**config.mk**
```make
export PLATFORM = sky130hd
export DESIGN_NAME = cache_miss_controller_flat
export DESIGN_NICKNAME = d
export VERILOG_FILES = /design/src/rtl/cache_miss_controller_if.sv /design/src/rtl/cache_miss_controller.sv /design/src/flat_wrapper.sv
export SDC_FILE = /design/constraint.sdc
export NUM_CORES = 1
export LEC_CHECK = 0
export ABC_AREA = 1
export ABC_CLOCK_PERIOD_IN_PS = 12060
export BUFFER_PORTS_ARGS = -buffer_cell sky130_fd_sc_hd__buf_2
export CAP_MARGIN = 20
export CORE_ASPECT_RATIO = 0.5
export CORE_MARGIN = 4
export CORE_UTILIZATION = 55
export CTS_BUF_LIST = sky130_fd_sc_hd__clkbuf_4 sky130_fd_sc_hd__clkbuf_8
export CTS_CLUSTER_SIZE = 14
export DETAILED_ROUTE_END_ITERATION = 7
export PLACE_DENSITY_LB_ADDON = 0.2
export SYNTH_ARGS = -nofsm -noshare
export SYNTH_HDL_FRONTEND = slang
export SYNTH_SLANG_ARGS = --single-unit
```
**constraint.sdc**
```tcl
create_clock -name clk -period 12.06 [get_ports clk]
set_input_delay 1.206 -clock clk [delete_from_list [all_inputs] [get_ports clk]]
set_output_delay 1.206 -clock clk [all_outputs]
set_load 0.02 [all_outputs]
```
**src/rtl/cache_miss_controller_if.sv**
```systemverilog
// Bundles the CPU load port, cache array port and memory fetch port of the miss controller.
// master = controller side, slave = the CPU/array/memory environment.
interface cache_miss_controller_if #(
    parameter int unsigned ADDR_WIDTH = 15,
    parameter int unsigned WORD_SIZE  = 32,
    parameter int unsigned WORD_COUNT = 4,
    parameter int unsigned CNT_WIDTH  = 16
);
    localparam int unsigned LINE_W = WORD_SIZE * WORD_COUNT;
    localparam int unsigned MEM_AW = ADDR_WIDTH - $clog2(WORD_COUNT);

    // CPU load port
    logic                  cpu_req;
    logic [ADDR_WIDTH-1:0] cpu_addr;
    logic                  cpu_ready;
    logic                  cpu_valid;
    logic [WORD_SIZE-1:0]  cpu_data;

    // cache array port
    logic [ADDR_WIDTH-1:0] cache_addr;
    logic                  cache_read;
    logic [LINE_W-1:0]     cache_fill_data;
    logic                  cache_hit;
    logic [WORD_SIZE-1:0]  cache_data;

    // memory line fetch port
    logic                  mem_req;
    logic [MEM_AW-1:0]     mem_addr;
    logic                  mem_ack;
    logic [WORD_SIZE-1:0]  mem_data;

    // statistics
    logic [CNT_WIDTH-1:0]  hit_count;
    logic [CNT_WIDTH-1:0]  miss_count;

    modport master (
        input  cpu_req, cpu_addr, cache_hit, cache_data, mem_ack, mem_data,
        output cpu_ready, cpu_valid, cpu_data, cache_addr, cache_read, cache_fill_data,
               mem_req, mem_addr, hit_count, miss_count
    );

    modport slave (
        output cpu_req, cpu_addr, cache_hit, cache_data, mem_ack, mem_data,
        input  cpu_ready, cpu_valid, cpu_data, cache_addr, cache_read, cache_fill_data,
               mem_req, mem_addr, hit_count, miss_count
    );
endinterface

```
**src/rtl/cache_miss_controller.sv**
```systemverilog
// Single-outstanding read controller for a direct-mapped cache: lookup, line fetch on miss,
// one-cycle line fill, word return, and saturating hit/miss statistics. All outputs registered.
module cache_miss_controller #(
    parameter int unsigned ADDR_WIDTH = 15,
    parameter int unsigned WORD_SIZE  = 32,
    parameter int unsigned WORD_COUNT = 4,
    parameter int unsigned CNT_WIDTH  = 16
) (
    input  logic                   clk,
    input  logic                   rst,
    cache_miss_controller_if.master bus
);
    localparam int unsigned OFF_W     = $clog2(WORD_COUNT);
    localparam int unsigned MEM_AW    = ADDR_WIDTH - OFF_W;
    localparam int unsigned LINE_W    = WORD_SIZE * WORD_COUNT;
    localparam int unsigned LAST_BEAT = WORD_COUNT - 1;

    typedef enum logic [2:0] {
        IDLE,
        LOOKUP,
        CHECK,
        FETCH,
        FILL,
        RESPOND
    } state_t;

    state_t                               state,     state_nx;
    logic [ADDR_WIDTH-1:0]                addr_q,    addr_nx;
    logic [WORD_COUNT-1:0][WORD_SIZE-1:0] line_q,    line_nx;
    logic [OFF_W-1:0]                     beat_q,    beat_nx;
    logic                                 ready_q,   ready_nx;
    logic                                 valid_q,   valid_nx;
    logic [WORD_SIZE-1:0]                 data_q,    data_nx;
    logic                                 read_q,    read_nx;
    logic [LINE_W-1:0]                    fill_q,    fill_nx;
    logic                                 mreq_q,    mreq_nx;
    logic [MEM_AW-1:0]                    maddr_q,   maddr_nx;
    logic [CNT_WIDTH-1:0]                 hits_q,    hits_nx;
    logic [CNT_WIDTH-1:0]                 misses_q,  misses_nx;

    function automatic logic [CNT_WIDTH-1:0] sat_inc(input logic [CNT_WIDTH-1:0] v);
        return (&v) ? v : v + CNT_WIDTH'(1);
    endfunction

    // next-state and next-output logic
    always_comb begin
        state_nx  = state;
        addr_nx   = addr_q;
        line_nx   = line_q;
        beat_nx   = beat_q;
        valid_nx  = 1'b0;
        data_nx   = data_q;
        fill_nx   = fill_q;
        mreq_nx   = mreq_q;
        maddr_nx  = maddr_q;
        hits_nx   = hits_q;
        misses_nx = misses_q;

        case (state)
            IDLE: begin
                if (bus.cpu_req) begin
                    addr_nx  = bus.cpu_addr;
                    state_nx = LOOKUP;
                end
            end
            LOOKUP: begin
                state_nx = CHECK;
            end
            CHECK: begin
                if (bus.cache_hit) begin
                    data_nx  = bus.cache_data;
                    hits_nx  = sat_inc(hits_q);
                    state_nx = RESPOND;
                end else begin
                    misses_nx = sat_inc(misses_q);
                    mreq_nx   = 1'b1;
                    maddr_nx  = addr_q[ADDR_WIDTH-1:OFF_W];
                    beat_nx   = '0;
                    state_nx  = FETCH;
                end
            end
            FETCH: begin
                if (bus.mem_ack) begin
                    line_nx[beat_q] = bus.mem_data;
                    beat_nx         = beat_q + OFF_W'(1);
                    // last beat: the fill image already includes the word arriving now
                    if (beat_q == OFF_W'(LAST_BEAT)) begin
                        mreq_nx  = 1'b0;
                        fill_nx  = line_nx;
                        state_nx = FILL;
                    end
                end
            end
            FILL: begin
                data_nx  = line_q[addr_q[OFF_W-1:0]];
                state_nx = RESPOND;
            end
            RESPOND: begin
                valid_nx = 1'b1;
                state_nx = IDLE;
            end
            default: begin
                state_nx = IDLE;
            end
        endcase

        ready_nx = (state_nx == IDLE);
        read_nx  = (state_nx != FILL);
    end

    // state and output registers
    always_ff @(posedge clk or posedge rst) begin
        if (rst) begin
            state    <= IDLE;
            addr_q   <= '0;
            line_q   <= '0;
            beat_q   <= '0;
            ready_q  <= 1'b1;
            valid_q  <= 1'b0;
            data_q   <= '0;
            read_q   <= 1'b1;
            fill_q   <= '0;
            mreq_q   <= 1'b0;
            maddr_q  <= '0;
            hits_q   <= '0;
            misses_q <= '0;
        end else begin
            state    <= state_nx;
            addr_q   <= addr_nx;
            line_q   <= line_nx;
            beat_q   <= beat_nx;
            ready_q  <= ready_nx;
            valid_q  <= valid_nx;
            data_q   <= data_nx;
            read_q   <= read_nx;
            fill_q   <= fill_nx;
            mreq_q   <= mreq_nx;
            maddr_q  <= maddr_nx;
            hits_q   <= hits_nx;
            misses_q <= misses_nx;
        end
    end

    assign bus.cpu_ready       = ready_q;
    assign bus.cpu_valid       = valid_q;
    assign bus.cpu_data        = data_q;
    assign bus.cache_addr      = addr_q;
    assign bus.cache_read      = read_q;
    assign bus.cache_fill_data = fill_q;
    assign bus.mem_req         = mreq_q;
    assign bus.mem_addr        = maddr_q;
    assign bus.hit_count       = hits_q;
    assign bus.miss_count      = misses_q;
endmodule

```
**src/flat_wrapper.sv**
```systemverilog
// flat-port wrapper written by rule: the top's interface ports become plain ports
module cache_miss_controller_flat 
#(
    parameter int unsigned ADDR_WIDTH = 15,
    parameter int unsigned WORD_SIZE  = 32,
    parameter int unsigned WORD_COUNT = 4,
    parameter int unsigned CNT_WIDTH  = 16
)
  (clk, rst, bus_cpu_req, bus_cpu_addr, bus_cache_hit, bus_cache_data, bus_mem_ack, bus_mem_data, bus_cpu_ready, bus_cpu_valid, bus_cpu_data, bus_cache_addr, bus_cache_read, bus_cache_fill_data, bus_mem_req, bus_mem_addr, bus_hit_count, bus_miss_count);
  cache_miss_controller_if #(.ADDR_WIDTH(ADDR_WIDTH), .WORD_SIZE(WORD_SIZE), .WORD_COUNT(WORD_COUNT), .CNT_WIDTH(CNT_WIDTH)) bus_i ();
  input  logic clk;
  input  logic rst;
  input wire logic [$bits(bus_i.cpu_req)-1:0] bus_cpu_req;
  input wire logic [$bits(bus_i.cpu_addr)-1:0] bus_cpu_addr;
  input wire logic [$bits(bus_i.cache_hit)-1:0] bus_cache_hit;
  input wire logic [$bits(bus_i.cache_data)-1:0] bus_cache_data;
  input wire logic [$bits(bus_i.mem_ack)-1:0] bus_mem_ack;
  input wire logic [$bits(bus_i.mem_data)-1:0] bus_mem_data;
  output wire logic [$bits(bus_i.cpu_ready)-1:0] bus_cpu_ready;
  output wire logic [$bits(bus_i.cpu_valid)-1:0] bus_cpu_valid;
  output wire logic [$bits(bus_i.cpu_data)-1:0] bus_cpu_data;
  output wire logic [$bits(bus_i.cache_addr)-1:0] bus_cache_addr;
  output wire logic [$bits(bus_i.cache_read)-1:0] bus_cache_read;
  output wire logic [$bits(bus_i.cache_fill_data)-1:0] bus_cache_fill_data;
  output wire logic [$bits(bus_i.mem_req)-1:0] bus_mem_req;
  output wire logic [$bits(bus_i.mem_addr)-1:0] bus_mem_addr;
  output wire logic [$bits(bus_i.hit_count)-1:0] bus_hit_count;
  output wire logic [$bits(bus_i.miss_count)-1:0] bus_miss_count;
  assign bus_i.cpu_req = bus_cpu_req;
  assign bus_i.cpu_addr = bus_cpu_addr;
  assign bus_i.cache_hit = bus_cache_hit;
  assign bus_i.cache_data = bus_cache_data;
  assign bus_i.mem_ack = bus_mem_ack;
  assign bus_i.mem_data = bus_mem_data;
  assign bus_cpu_ready = bus_i.cpu_ready;
  assign bus_cpu_valid = bus_i.cpu_valid;
  assign bus_cpu_data = bus_i.cpu_data;
  assign bus_cache_addr = bus_i.cache_addr;
  assign bus_cache_read = bus_i.cache_read;
  assign bus_cache_fill_data = bus_i.cache_fill_data;
  assign bus_mem_req = bus_i.mem_req;
  assign bus_mem_addr = bus_i.mem_addr;
  assign bus_hit_count = bus_i.hit_count;
  assign bus_miss_count = bus_i.miss_count;
  cache_miss_controller #(.ADDR_WIDTH(ADDR_WIDTH), .WORD_SIZE(WORD_SIZE), .WORD_COUNT(WORD_COUNT), .CNT_WIDTH(CNT_WIDTH)) u_core (.clk(clk), .rst(rst), .bus(bus_i));
endmodule
```
==> results.json <==
{
  "status": "complete, no violations",
  "synth.area.top_cells": "dfrtp_1 54%, nand2_1 20%, o21ai_0 7.9%, o21ai_1 4.5%, inv_1 3.7%",
  "tightest_slew_ns": 1.034,
  "clock-sinks": 357,
  "fin_util_pct": 65.35,
  "cts_htree_levels": 2,
  "overflow": 0,
  "groute.usage.overall_pct": 26.23,
  "cts_setup_buffers": 0,
  "setup_tns_ns": 0,
  "yosys_most_used_dff": "dfrtp_1",
  "sequentialPowerShare_pct": 41.2,
  "p_leak_nw": 10.18,
  "yosysTopAreaCell": "dfrtp_1",
  "ant_nets": 0,
  "ff_latch_area_um2": 8941,
  "holdBufCountCts": 0,
  "async_reset_ff_share_pct": 100.0,
  "multi_input_area_um2": 6257,
  "powerDensity_nw_per_um2": 223.5,
  "mostFrequentLayoutCells": "848 x nand2_1, 353 x dfrtp_1, 307 x buf_2, 259 x o21ai_0, 160 x inv_1",
  "final_common_cell": "nand2_1",
  "dpl.hpwl_mm": 28.36,
  "row_count": 44,
  "finalWirelength_mm": 43.47,
  "p_comb_share_pct": 36.6,
  "syn-cell-area_um2": 16330,
  "placed_cells": 2643,
  "drt_iter0_drc": 1159,
  "cts_made_buffers": 50,
  "ir_drop_v": 0.0001388,
  "synth_warnings": 0,
  "final_layout_size_suffix_gt1_share_pct": 19.30,
  "crit_required_ns": 12.50,
  "fmax_ghz": 0.3112,
  "start_kind": "input port",
  "area_delta_synth_final_pct": 16.52,
  "rsz0062_at_grt": "no",
  "die_w_um": 251.7,
  "cts_buffer_depth": 3,
  "vias": 14220,
  "hold_ws_ns": 0.4658,
  "dieArea_um2": 32690,
  "synth_edf_count": 0,
  "synth_cells": 2048,
  "syn_avg_cell_area_um2": 7.975,
  "nets": 2399,
  "dpl_cell_area_um2": 17940,
  "grt_pass1_vias": 13420,
  "clk_pin_slew_worst_paths_ns": 0.07,
  "grt_pass1_wl_mm": 69.33,
  "worst_clock_skew_ns": 0.02010,
  "ioPinCount": 308,
  "worst-path-max-fanout": 87,
  "tritoncts": "done",
  "finalCritPeriodShare_pct": 26.64,
  "post_drt_wl_per_cell_um": 15.90,
  "ctsResizeCount": 0,
  "num-fill-cells": 2589,
  "syn_nets": 2138,
  "synth_top_area_share_pct": 54.39,
  "crit_arrival_ns": 3.65,
  "cellInternalPower_w": 0.002521,
  "start_util_pct": 56.08,
  "critPathCaptureType": "register",
  "yosysUniqueCellTypes": 30,
  "grt_max_degree": 150,
  "fin_cells": 2733,
  "portBuffers": 307,
  "gp_congestion": 0.8408,
  "p_sw_w": 0.001732,
  "min_period_ns": 3.213,
  "ys_ff_latch": 357,
  "relSlewSlack_pct": 31.04,
  "antenna_found_initial": 1,
  "power_switching_share_pct": 40.72,
  "drv_slew": 0,
  "vias_per_cell": 5.202,
  "cap_violations": 0,
  "clockPowerShare_pct": 22.2,
  "setup_viol": 0,
  "die_h_um": 129.9,
  "first_pass_iters": 6,
  "hp-class": "reg2reg",
  "fp.coreArea_um2": 29120,
  "insertion_delay_ns": 0.60,
  "num_antenna_cells": 0,
  "stdcell_area_um2": 19030,
  "drc": 0,
  "crit_type": "in2reg",
  "finalHoldViolations": 0,
  "cts_root_buf": "clkbuf_8",
  "yosysSeqAreaShare_pct": 54.71
}
worst max-delay path, cell delays in order:
cell	delay, ns
buf_2	0.11
nand2_1	0.14
nor2_8	0.77
inv_4	0.52
buf_4	0.56
nand2_1	0.17
o21ai_1	0.08
cell families after synthesis:
group | share of synthesized area (%)
compound gates | 13.64
xor+xnor | 0.6435
fa+ha+maj | 0.4596
buf+inv | 7.071
flops | 54.71
mux | 1.034
simple gates | 22.44
synthesized netlist by cell type, types with 4 or more instances:
cell type and n:
inv_2 6, dfrtp_1 355, o21ai_1 146, clkbuf_1 55, nand4_1 13, xnor2_1 8
xor2_1 4, ha_1 6, buf_4 11, mux2_2 15, buf_6 4, buf_1 13
nand3_1 18, buf_2 29, o21ai_0 259, inv_1 161, a21oi_1 32, nand2_1 849
nor2_2 4, nor2_1 44
power by group through the flow:
stage,Clock (W),Sequential [W],Combinational [W]
floorplan,0,0.00193,0.000896
global placement,0,0.00176,0.00151
detailed placement,0,0.00177,0.00154
CTS,0.000967,0.00175,0.00155
global route,0.00102,0.00179,0.00175
finish,0.000944,0.00175,0.00156
final timing paths:
kind | slack, ns | cells past startpoint | endpoint | start
max reg2reg | 8.87 | 7 | u_core.bus.cache_fill_data[43]$_DFFE_PP0P_ | u_core.beat_q[0]$_DFFE_PP0P_
min in group asynchronous | 0.79 | 2 | u_core.bus.cache_fill_data[80]$_DFFE_PP0P_ | rst
max | 8.85 | 7 | u_core.bus.cache_fill_data[43]$_DFFE_PP0P_ | bus_mem_ack
max in group asynchronous | 9.85 | 3 | u_core.bus.cache_addr[0]$_DFFE_PP0P_ | rst
min reg2reg | 0.47 | 2 | u_core.bus.cache_fill_data[8]$_DFFE_PP0P_ | u_core.bus.cache_fill_data[8]$_DFFE_PP0P_
min | 0.47 | 2 | u_core.bus.cache_fill_data[8]$_DFFE_PP0P_ | u_core.bus.cache_fill_data[8]$_DFFE_PP0P_
per-stage QoR:
| step | setup slack (ns) | power, W |
|---|---|---|
| after floorplan | 0.9520 | 0.002822 |
| after global placement | 8.295 | 0.003264 |
| final | 8.847 | 0.004253 |
| after global routing | 8.542 | 0.004561 |
| after detailed placement | 8.221 | 0.003311 |
| after CTS | 8.836 | 0.004264 |
state kept, by name (all words and copies together), names as in the netlist:
name and flops:
u_core.bus.cache_fill_data 128, u_core.bus.mem_req 1, u_core.bus.mem_addr 13, u_core.bus.cpu_ready 1
u_core.beat_q 2, u_core.bus.cache_addr 15, u_core.line_q 128, u_core.state 3
u_core.bus.cpu_data 32, u_core.bus.miss_count 16, u_core.bus.cpu_valid 1, u_core.bus.hit_count 16
u_core.bus.cache_read 1
metal layers:
layer | up-vias | routed length, um | global-route usage [%]
met5 | - | 7 | 0
met4 | 2 | 1247 | 9.058
met3 | 84 | 2873 | 6.074
met2 | 404 | 20190 | 42.64
met1 | 6738 | 19150 | 35.38
li1 | 6990 | - | -
area by class of cell:
type	count	share of cell area (%)
timing repair buffer	321	9.099
clock buffer	81	5.003
inverter	167	3.346
sequential	357	46.98
tap	391	2.571
multi-input combinational	1412	32.88
clock inverter	4	0.1183
No activity file was read; power rests on OpenSTA's default activity.
